--- src/rtl/aes_pkg.sv ---
// Shared AES types, round constants and word helpers.
// Used by the inverse key schedule and the forward key expansion.
package aes_pkg;

  typedef logic [31:0] word_t;
  typedef logic [127:0] block_t;

  typedef enum logic [1:0] {
    IDLE,
    EMIT,
    FINISH
  } state_t;

  // Indexed by round number; entries past 10 are never selected.
  localparam logic [7:0] RCON [16] = '{
    8'h00, 8'h01, 8'h02, 8'h04,
    8'h08, 8'h10, 8'h20, 8'h40,
    8'h80, 8'h1b, 8'h36, 8'h00,
    8'h00, 8'h00, 8'h00, 8'h00
  };

  function automatic word_t rot_word(input word_t w);
    return {w[23:0], w[31:24]};
  endfunction

endpackage

--- src/rtl/aes_sbox.sv ---
// Combinational AES byte S-box: GF(2^8) inverse then affine map.
// Shared between forward and inverse key schedules.
module aes_sbox (
  input  logic [7:0] data,
  output logic [7:0] sub
);

  function automatic logic [7:0] xt(input logic [7:0] a);
    return {a[6:0], 1'b0} ^ (a[7] ? 8'h1b : 8'h00);
  endfunction

  function automatic logic [7:0] gmul(
    input logic [7:0] a,
    input logic [7:0] b
  );
    logic [7:0] p;
    logic [7:0] x;
    p = '0;
    x = a;
    for (int i = 0; i < 8; i++) begin
      if (b[i]) p = p ^ x;
      x = xt(x);
    end
    return p;
  endfunction

  logic [7:0] inv;
  logic [7:0] sq;

  // x^254 is the multiplicative inverse (and maps 0 to 0).
  always_comb begin
    inv = 8'h01;
    sq  = data;
    for (int i = 1; i < 8; i++) begin
      sq  = gmul(sq, sq);
      inv = gmul(inv, sq);
    end
  end

  assign sub = inv
             ^ {inv[6:0], inv[7]}
             ^ {inv[5:0], inv[7:6]}
             ^ {inv[4:0], inv[7:5]}
             ^ {inv[3:0], inv[7:4]}
             ^ 8'h63;

endmodule

--- src/rtl/aes_inv_key_schedule.sv ---
// Iterative AES-128 inverse key schedule: emits round keys 10 down to 0.
// Define AES_INV_KS_CACHE_EN to keep a readable copy of all 11 keys.
module aes_inv_key_schedule
  import aes_pkg::*;
#(
  parameter int NROUNDS = 10
) (
  input  logic         clk,
  input  logic         nreset,
  input  logic         load,
  input  logic [127:0] key_last,
  input  logic         key_ready,
  output logic [127:0] round_key,
  output logic [3:0]   round_idx,
  output logic         key_valid,
  output logic         busy,
`ifdef AES_INV_KS_CACHE_EN
  input  logic [3:0]   rd_idx,
  output logic [127:0] rd_key,
  output logic         cache_valid,
`endif
  output logic         done
);

  if (NROUNDS != 10) begin : g_bad_rounds
    $error("aes_inv_key_schedule supports AES-128 only (NROUNDS=10)");
  end

  state_t state;
  state_t state_next;
  block_t key;
  block_t key_next;
  logic [3:0] idx;
  logic [3:0] idx_next;

  word_t k0, k1, k2, k3;
  word_t p0, p1, p2, p3;
  word_t rot;
  word_t sub;
  block_t prev;

  assign {k0, k1, k2, k3} = key;
  assign p3  = k3 ^ k2;
  assign p2  = k2 ^ k1;
  assign p1  = k1 ^ k0;
  assign rot = rot_word(p3);

  for (genvar i = 0; i < 4; i++) begin : g_sbox
    aes_sbox u_sbox (
      .data (rot[8*i +: 8]),
      .sub  (sub[8*i +: 8])
    );
  end

  assign p0   = k0 ^ sub ^ {RCON[idx], 24'h0};
  assign prev = {p0, p1, p2, p3};

  logic step;
  assign step = (state == EMIT) && key_ready;

  always_comb begin
    state_next = state;
    key_next   = key;
    idx_next   = idx;
    if (load) begin
      state_next = EMIT;
      key_next   = key_last;
      idx_next   = 4'(NROUNDS);
    end else begin
      unique case (state)
        IDLE: ;
        EMIT: begin
          if (step) begin
            if (idx != 4'd0) begin
              key_next = prev;
              idx_next = idx - 4'd1;
            end else begin
              state_next = FINISH;
            end
          end
        end
        FINISH:  state_next = IDLE;
        default: state_next = IDLE;
      endcase
    end
  end

  always_ff @(posedge clk) begin
    if (!nreset) begin
      state <= IDLE;
      key   <= '0;
      idx   <= '0;
    end else begin
      state <= state_next;
      key   <= key_next;
      idx   <= idx_next;
    end
  end

  assign round_key = key;
  assign round_idx = idx;
  assign key_valid = (state == EMIT);
  assign busy      = (state != IDLE);
  assign done      = (state == FINISH);

`ifdef AES_INV_KS_CACHE_EN
  block_t mem [0:10];

  // Rewriting the held key on a stall stores the same value.
  always_ff @(posedge clk) begin
    if (state == EMIT && idx <= 4'd10) mem[idx] <= key;
  end

  always_ff @(posedge clk) begin
    if (!nreset) begin
      rd_key      <= '0;
      cache_valid <= 1'b0;
    end else begin
      rd_key <= (rd_idx > 4'd10) ? '0 : mem[rd_idx];
      if (load)                 cache_valid <= 1'b0;
      else if (state == FINISH) cache_valid <= 1'b1;
    end
  end
`endif

endmodule

--- config.mk ---
export PLATFORM = sky130hd
export DESIGN_NAME = aes_inv_key_schedule
export DESIGN_NICKNAME = d
export VERILOG_FILES = /design/src/rtl/aes_pkg.sv /design/src/rtl/aes_sbox.sv /design/src/rtl/aes_inv_key_schedule.sv
export SDC_FILE = /design/constraint.sdc
export NUM_CORES = 2
export LEC_CHECK = 0
export ABC_CLOCK_PERIOD_IN_PS = 35600
export CAP_MARGIN = 0
export CORE_MARGIN = 2
export CORE_UTILIZATION = 65
export CTS_CLUSTER_SIZE = 40
export DETAILED_ROUTE_END_ITERATION = 6
export HOLD_SLACK_MARGIN = 0.15
export PLACE_DENSITY = 0.84
export SYNTH_ARGS = -nofsm -noshare
export SYNTH_HDL_FRONTEND = slang
export SYNTH_HIERARCHICAL = 1
export SYNTH_SLANG_ARGS = --single-unit
export TNS_END_PERCENT = 20
--- constraint.sdc ---
create_clock -name clk -period 35.6 [get_ports clk]
set_input_delay 7.12 -clock clk [delete_from_list [all_inputs] [get_ports clk]]
set_output_delay 7.12 -clock clk [all_outputs]
set_load 0.02 [all_outputs]
## After elaboration in Yosys (flattened, before gate mapping)

Memory sizes are Yosys's and may differ from the RTL's.
Index checks and enable logic that the tools add are counted.

- Mux-type cells: 826
- Add/sub/neg operators: 1
- Reductions and logical operators: 12
- Bitwise logic cells: 784
- $lt $le $gt $ge: 1
- Equality and inequality tests: 7

Operators by type and width:

| operator | count |
|---|---|
| $xor 8x8->8 | 744 |
| $mux 8 | 422 |
| $mux 5 | 368 |
| $mux 128 | 4 |
| $xor 32x32->32 | 5 |
| $mux 4 | 8 |
| $mux 7 | 4 |
| $not 1->1 const A | 28 |
| $mux 6 | 4 |
| $not 4->4 | 4 |
| $mux 2 | 6 |
| $mux 3 | 4 |
| $reduce_and 3->1 | 4 |
| $reduce_bool 2->1 | 4 |
| $ge 5x5->1 const B | 1 |
| $mux 1 | 5 |
| $not 4->5 | 1 |
| $ne 2x2->1 const B | 2 |
| $pmux 2 s2 | 1 |
| $reduce_bool 4->1 | 1 |
| $sub 4x1->4 const B | 1 |
| $ne 3x2->1 const B | 1 |
| $ne 3x3->1 const B | 1 |
| $eq 2x1->1 const B | 1 |
| 6 further kinds | 7 |

- Memory bits (read-only): 128
- Logic and storage cells: 1637
- Register bits after elaboration: 134
- Bits of input ports: 132
- Memories kept: 1

Memories:

| memory | words | bits a word | read ports | clocked after memory_dff | write ports | RTL line | text |
|---|---|---|---|---|---|---|---|
| (name not given) | 16 | 8 | 1 | 0 | 0 | aes_inv_key_schedule.sv:55 | `assign p0 = k0 ^ sub ^ {RCON[idx], 24'h0};` |

## Longest topological paths before layout

- Depth in word-level cells: 139
- Depth in mapped cells: 64
- Depth with buffers taken out: 55

## Cells and area by module

The synthesis kept the hierarchy.

By module, submodules not included:

| module | area an instance (µm²) | instances | cells each | seq. area each (µm²) |
|---|---|---|---|---|
| aes_sbox | 15220.8 | 4 | 1942 | 0.0 |
| aes_inv_key_schedule | 7163.1 | 1 | 818 | 2682.6 |

## Worst setup path before layout

Ideal clock, no wire load.

- Kind: register to register
- From: register key[55], in the netlist round_key[55]
- To: register key[121], in the netlist round_key[121]
- Arrival: 15.393 ns
- Library setup time: 0.123 ns
- Slack: 20.083 ns
- Stages on the path, launching flop included: 62
- Path through: dfxtp_1 xor2_1 buf_2 buf_2 nand2_1 xor2_1 inv_2 buf_1 clkbuf_1 ha_1 buf_1 nand2_1 xor2_1 xnor2_1 clkinv_1 buf_1 ha_1 xnor2_1 [... 26 more ...] nand3_1 a311o_1 o211a_1 a21oi_1 xnor2_4 inv_2 xnor2_2 xor2_2 nor2_1 xnor3_1 xnor2_1 xnor3_1 xnor3_1 xnor2_1 nand2b_1 mux2_2 a211oi_1 nor3b_1

- Cells in the longest elaborated chain, start to end: 136
- Elaborated cells between the ends (all ways): 393
- Those cells by class: mux (203); bitwise (190)

Ends and longest elaborated chain:

| what | RTL line | text |
|---|---|---|
| from (decl) | aes_inv_key_schedule.sv:31 | `block_t key;` |
| from (signal assigned) | aes_inv_key_schedule.sv:95 | `key <= key_next;` |
| $xor 32x32->32 (*) | aes_inv_key_schedule.sv:43 | `assign p3 = k3 ^ k2;` |
| net p3[23] | aes_inv_key_schedule.sv:37 | `word_t p0, p1, p2, p3;` |
| $mux 5 / $mux 8 (equally long branches) | aes_sbox.sv:9, aes_sbox.sv:21 |  |
| $xor 8x8->8 (on tied branches) | aes_sbox.sv:9, aes_sbox.sv:21 |  |
| $xor 8x8->8 / $mux 8 (equally long branches) | aes_sbox.sv:21 | `if (b[i]) p = p ^ x;` |
| $mux 8 / $xor 8x8->8 (equally long branches) | aes_sbox.sv:21 |  |
| $xor 8x8->8 / $mux 8 (equally long branches) | aes_sbox.sv:21 |  |
| $mux 8 / $xor 8x8->8 (equally long branches) | aes_sbox.sv:21 |  |
| [... 121 more ...] | n/a |  |
| $xor 8x8->8 (*) | aes_sbox.sv:44 | `^ {inv[3:0], inv[7:4]}` |
| $not 4->4 (no line) (*) | n/a |  |
| net sub[25] | aes_inv_key_schedule.sv:39 | `word_t sub;` |
| $xor 32x32->32 (*) (2 in a row) | aes_inv_key_schedule.sv:55 |  |
| $mux 128 (*) | aes_inv_key_schedule.sv:74 | `if (idx != 4'd0) begin` |
| $mux 128 (*) | aes_inv_key_schedule.sv:73 | `if (step) begin` |
| $mux 128 (*) | aes_inv_key_schedule.sv:70 | `unique case (state)` |
| $mux 128 (*) | aes_inv_key_schedule.sv:65 | `if (load) begin` |

Mark *: on every way through the listed nets, which the timed path passes. The rest lies on a longest branch. The select of a mux whose other input is x is not followed.
A chain may end at the register's enable or synchronous reset.

## Worst setup path after layout

- From: register key[32], in the netlist round_key[32]
- To: register key[104], in the netlist round_key[104]

- Cells in the longest elaborated chain, start to end: 136
- Elaborated cells between the ends (all ways): 390
- Those cells by class: mux (200); bitwise (190)

Ends and longest elaborated chain:

| what | RTL line |
|---|---|
| $xor 32x32->32 (*) | aes_inv_key_schedule.sv:43 |
| net p3[0] | aes_inv_key_schedule.sv:37 |
| $mux 8 | aes_sbox.sv:21 |
| $xor 8x8->8 | aes_sbox.sv:21 |
| $mux 8 | aes_sbox.sv:21 |
| $xor 8x8->8 | aes_sbox.sv:21 |
| $mux 8 | aes_sbox.sv:21 |
| $xor 8x8->8 | aes_sbox.sv:21 |
| [... 121 more ...] | n/a |
| $xor 8x8->8 (*) | aes_sbox.sv:44 |
| $not 4->4 (no line) (*) | n/a |
| net sub[8] | aes_inv_key_schedule.sv:39 |
| $xor 32x32->32 (*) (2 in a row) | aes_inv_key_schedule.sv:55 |
| $mux 128 (*) | aes_inv_key_schedule.sv:74 |
| $mux 128 (*) | aes_inv_key_schedule.sv:73 |
| $mux 128 (*) | aes_inv_key_schedule.sv:70 |
| $mux 128 (*) | aes_inv_key_schedule.sv:65 |

Marked as above.

==> flow_metrics.env <==
export IMPL_slowest_delay_ps=780
export IMPL_cp_end_kind="flop"
export IMPL_dr_total_vias=64400
export IMPL_clockBufferDepth=2
export IMPL_antenna_found_initial=10
export IMPL_post_place_cells=9875
export IMPL_drc=1
export IMPL_io_pins=267
export IMPL_final_area_sq_um=72500
export IMPL_cap_violations=0
export IMPL_fill_cells=8345
export IMPL_endpoint="round_key[104]"
export IMPL_setup_viol=0
export IMPL_cts_root_buffer="clkbuf_16"
export IMPL_syn_cell_area_sq_um=68000
export IMPL_crit_top_cell="nand2_1"
export IMPL_startpoint="round_key[32]"
export IMPL_hold_buffers=0
export IMPL_overflow=0
export IMPL_core_area_sq_um=104000
export IMPL_netlist_instances=8586
export IMPL_synth_cell_types=116
export IMPL_clock_fmax_mhz=53.2
export IMPL_htree_levels=4
export IMPL_dr_pass1_iters=7
export IMPL_vias_per_cell=6.50
export IMPL_grt_pass1_vias=59800
export IMPL_cp_data_arrival_time_ps=19130
export IMPL_rows=118
export IMPL_synth_seq_cells=134
export IMPL_drive_gt1_share_pct=11.6
export IMPL_rr_startpoint="round_key[32]"
export IMPL_drt_total_wl_um=204000
export IMPL_clock_sinks=134
export IMPL_path_class="reg2reg"
export IMPL_stdcell_count=9910
export IMPL_rrSetupSlack_ps=16820
export IMPL_post_place_ws_ps=17280
export IMPL_yosys_top_cells_area="xnor2_1 (18%), xnor3_1 (12%), xor2_1 (6.6%), nor2_1 (6.0%), nand2_1 (4.4%)"
export IMPL_synth_edf_count=0
export IMPL_fin_crit_sh_pct=52.8
export IMPL_grt_pass1_wl_um=324000
export IMPL_die_h_um=328
export IMPL_async_flop_share_pct=0
export IMPL_crit_path_top_delay_cell="xor2_2"
export IMPL_ant_nets=0
export IMPL_hpwl_um=148000
export IMPL_final_max_slew_viol_count=0
export IMPL_hold_viol_final=0
export IMPL_routedWlPerCell_um=20.5
export IMPL_first_iter_violations=7779
export IMPL_worstMarginPinSlew_ps=1340
export IMPL_setup_ws_ps=16820
export IMPL_cp_start_kind="flop"
export IMPL_clk_pin_slew_ps=70
export IMPL_yosys_warnings=6
export IMPL_post_cts_buffers=0
export IMPL_yosysTopAreaCellShare_pct=17.9
export IMPL_fp_dieW_um=328
export IMPL_synth_ff_type="dfxtp_1"
export IMPL_portBuffers=266
export IMPL_grt_use_total_pct=36.4
export IMPL_placed_cell_area_sq_um=71800
export IMPL_start_util_pct=65.7
export IMPL_die_area_sq_um=107000
export IMPL_violations="design-rule violations"
export IMPL_slew_limit_headroom_pct=10.3
export IMPL_rr_worst_depth=55
export IMPL_syn_avg_cell_area_sq_um=7.93
export IMPL_finalSetupTns_ps=0
export IMPL_synth_nets=8751
export IMPL_hp_class="reg2reg"
export IMPL_rsz0062_at_grt="false"
export IMPL_cts_made_buffers=17
export IMPL_crit_fanout=23
export IMPL_nets=8679
export IMPL_cts_resized=0
export IMPL_layout_min_cycle_time_ps=18780
export IMPL_clk_latency_ps=520
export IMPL_critPathRequiredTime_ps=35950
export IMPL_status="finished with violations"
export IMPL_gp_congestion=0.965
export IMPL_finalClockSkew_ps=31.5
export IMPL_rr_endpoint="round_key[104]"
export IMPL_seq_area_frac_synth_pct=3.94
export IMPL_grt_max_degree=164
export IMPL_synth_largest_area_cell="xnor2_1"
export IMPL_area_growth_pct=6.49
export IMPL_tritoncts="done"
## metal layers
layer | wire, um | track usage [%] | part of all wire [%]
met4 | 6440 | 12.2 | 3.2
met3 | 21500 | 5.88 | 11
met2 | 90800 | 57.3 | 45
met1 | 84700 | 50.6 | 42
met5 | 92 | 0 | 0.045
## kinds of logic after synthesis
group | share of synthesized area [%]
adders and majority gates | 0.666
and+or+nand+nor | 20.9
buffers and inverters | 4.91
DFF | 3.94
muxes | 4.62
AOI/OAI and AO/OA | 17.2
xor gates and xnor gates | 47.8
## worst min path at each step
stage,start,cells after the start,to,slack [ps]
after floorplan,round_key[125],2,round_key[125],590
after global placement,round_key[125],2,round_key[125],520
after detailed placement,round_key[127],2,round_key[127],540
after CTS,round_key[127],2,round_key[127],550
after global routing,round_key[127],2,round_key[127],570
final,round_key[127],2,round_key[127],550
## critical path, delay by kind of cell (launching register included)
family	cells	cell delay [ps]
adders and majority gates	4	2030
AOI/OAI and AO/OA	12	3980
and+or+nand+nor	14	2720
xor gates and xnor gates	18	7030
muxes	3	790
DFF	1	690
buffers and inverters	4	1320
## registers in the layout (all words and copies together), names as in the netlist
signal and count:
round_idx 4, round_key 128, state 2
## area by class of cell
| cell class | instances | area, sq um | share of cell area (%) |
|---|---|---|---|
| Multi-Input combinational cell | 7756 | 62500 | 86.3 |
| Timing Repair Buffer | 517 | 4540 | 6.27 |
| Sequential cell | 134 | 2680 | 3.70 |
| Tap cell | 1380 | 1730 | 2.38 |
| Clock buffer | 18 | 439 | 0.606 |
| Inverter | 88 | 338 | 0.466 |
| Clock inverter | 14 | 189 | 0.261 |
| Antenna cell | 3 | 7.51 | 0.0104 |
## placed cells by master (no fill, tap or decap), types with 80 or more instances in the layout
master and n:
xnor3_1 356, o22ai_1 108, nor3_1 215, a21oi_1 428, nand3_1 248, dfxtp_1 134
nor2_1 1082, xnor2_2 223, mux2i_1 235, clkdlybuf4s50_1 265, xnor2_1 1347, o21ai_0 343
nand2_1 800, nor2b_1 80, buf_4 252, nand2b_1 102, o21ai_1 80, xor2_1 495
## cells in the mapped netlist, drive strengths merged (49+ instances only)
library cell,number
a211oi,62
a21oi,436
a22oi,76
a31oi,70
and2,61
buf,295
clkbuf,313
dfxtp,134
inv,80
mux2,54
mux2i,243
nand2,804
nand2b,102
nand3,308
nand4,58
nor2,1110
nor2b,84
nor3,227
nor4,56
o211ai,49
o21ai,427
o22ai,112
o31ai,51
xnor2,1614
xnor3,400
xor2,578
xor3,60
## metrics by stage
stage / hold WS [ps] / utilization, %
6_report: 549 / 69.9
5_1_grt: 572 / 69.9
4_1_cts: 547 / 69.9
3_5_place_dp: 537 / 69.3
3_3_place_gp: 521 / 69.3
2_1_floorplan: 586 / -
Power is not shown: default switching activity piles up to over one toggle a cycle in this logic, so the estimate is an artifact.
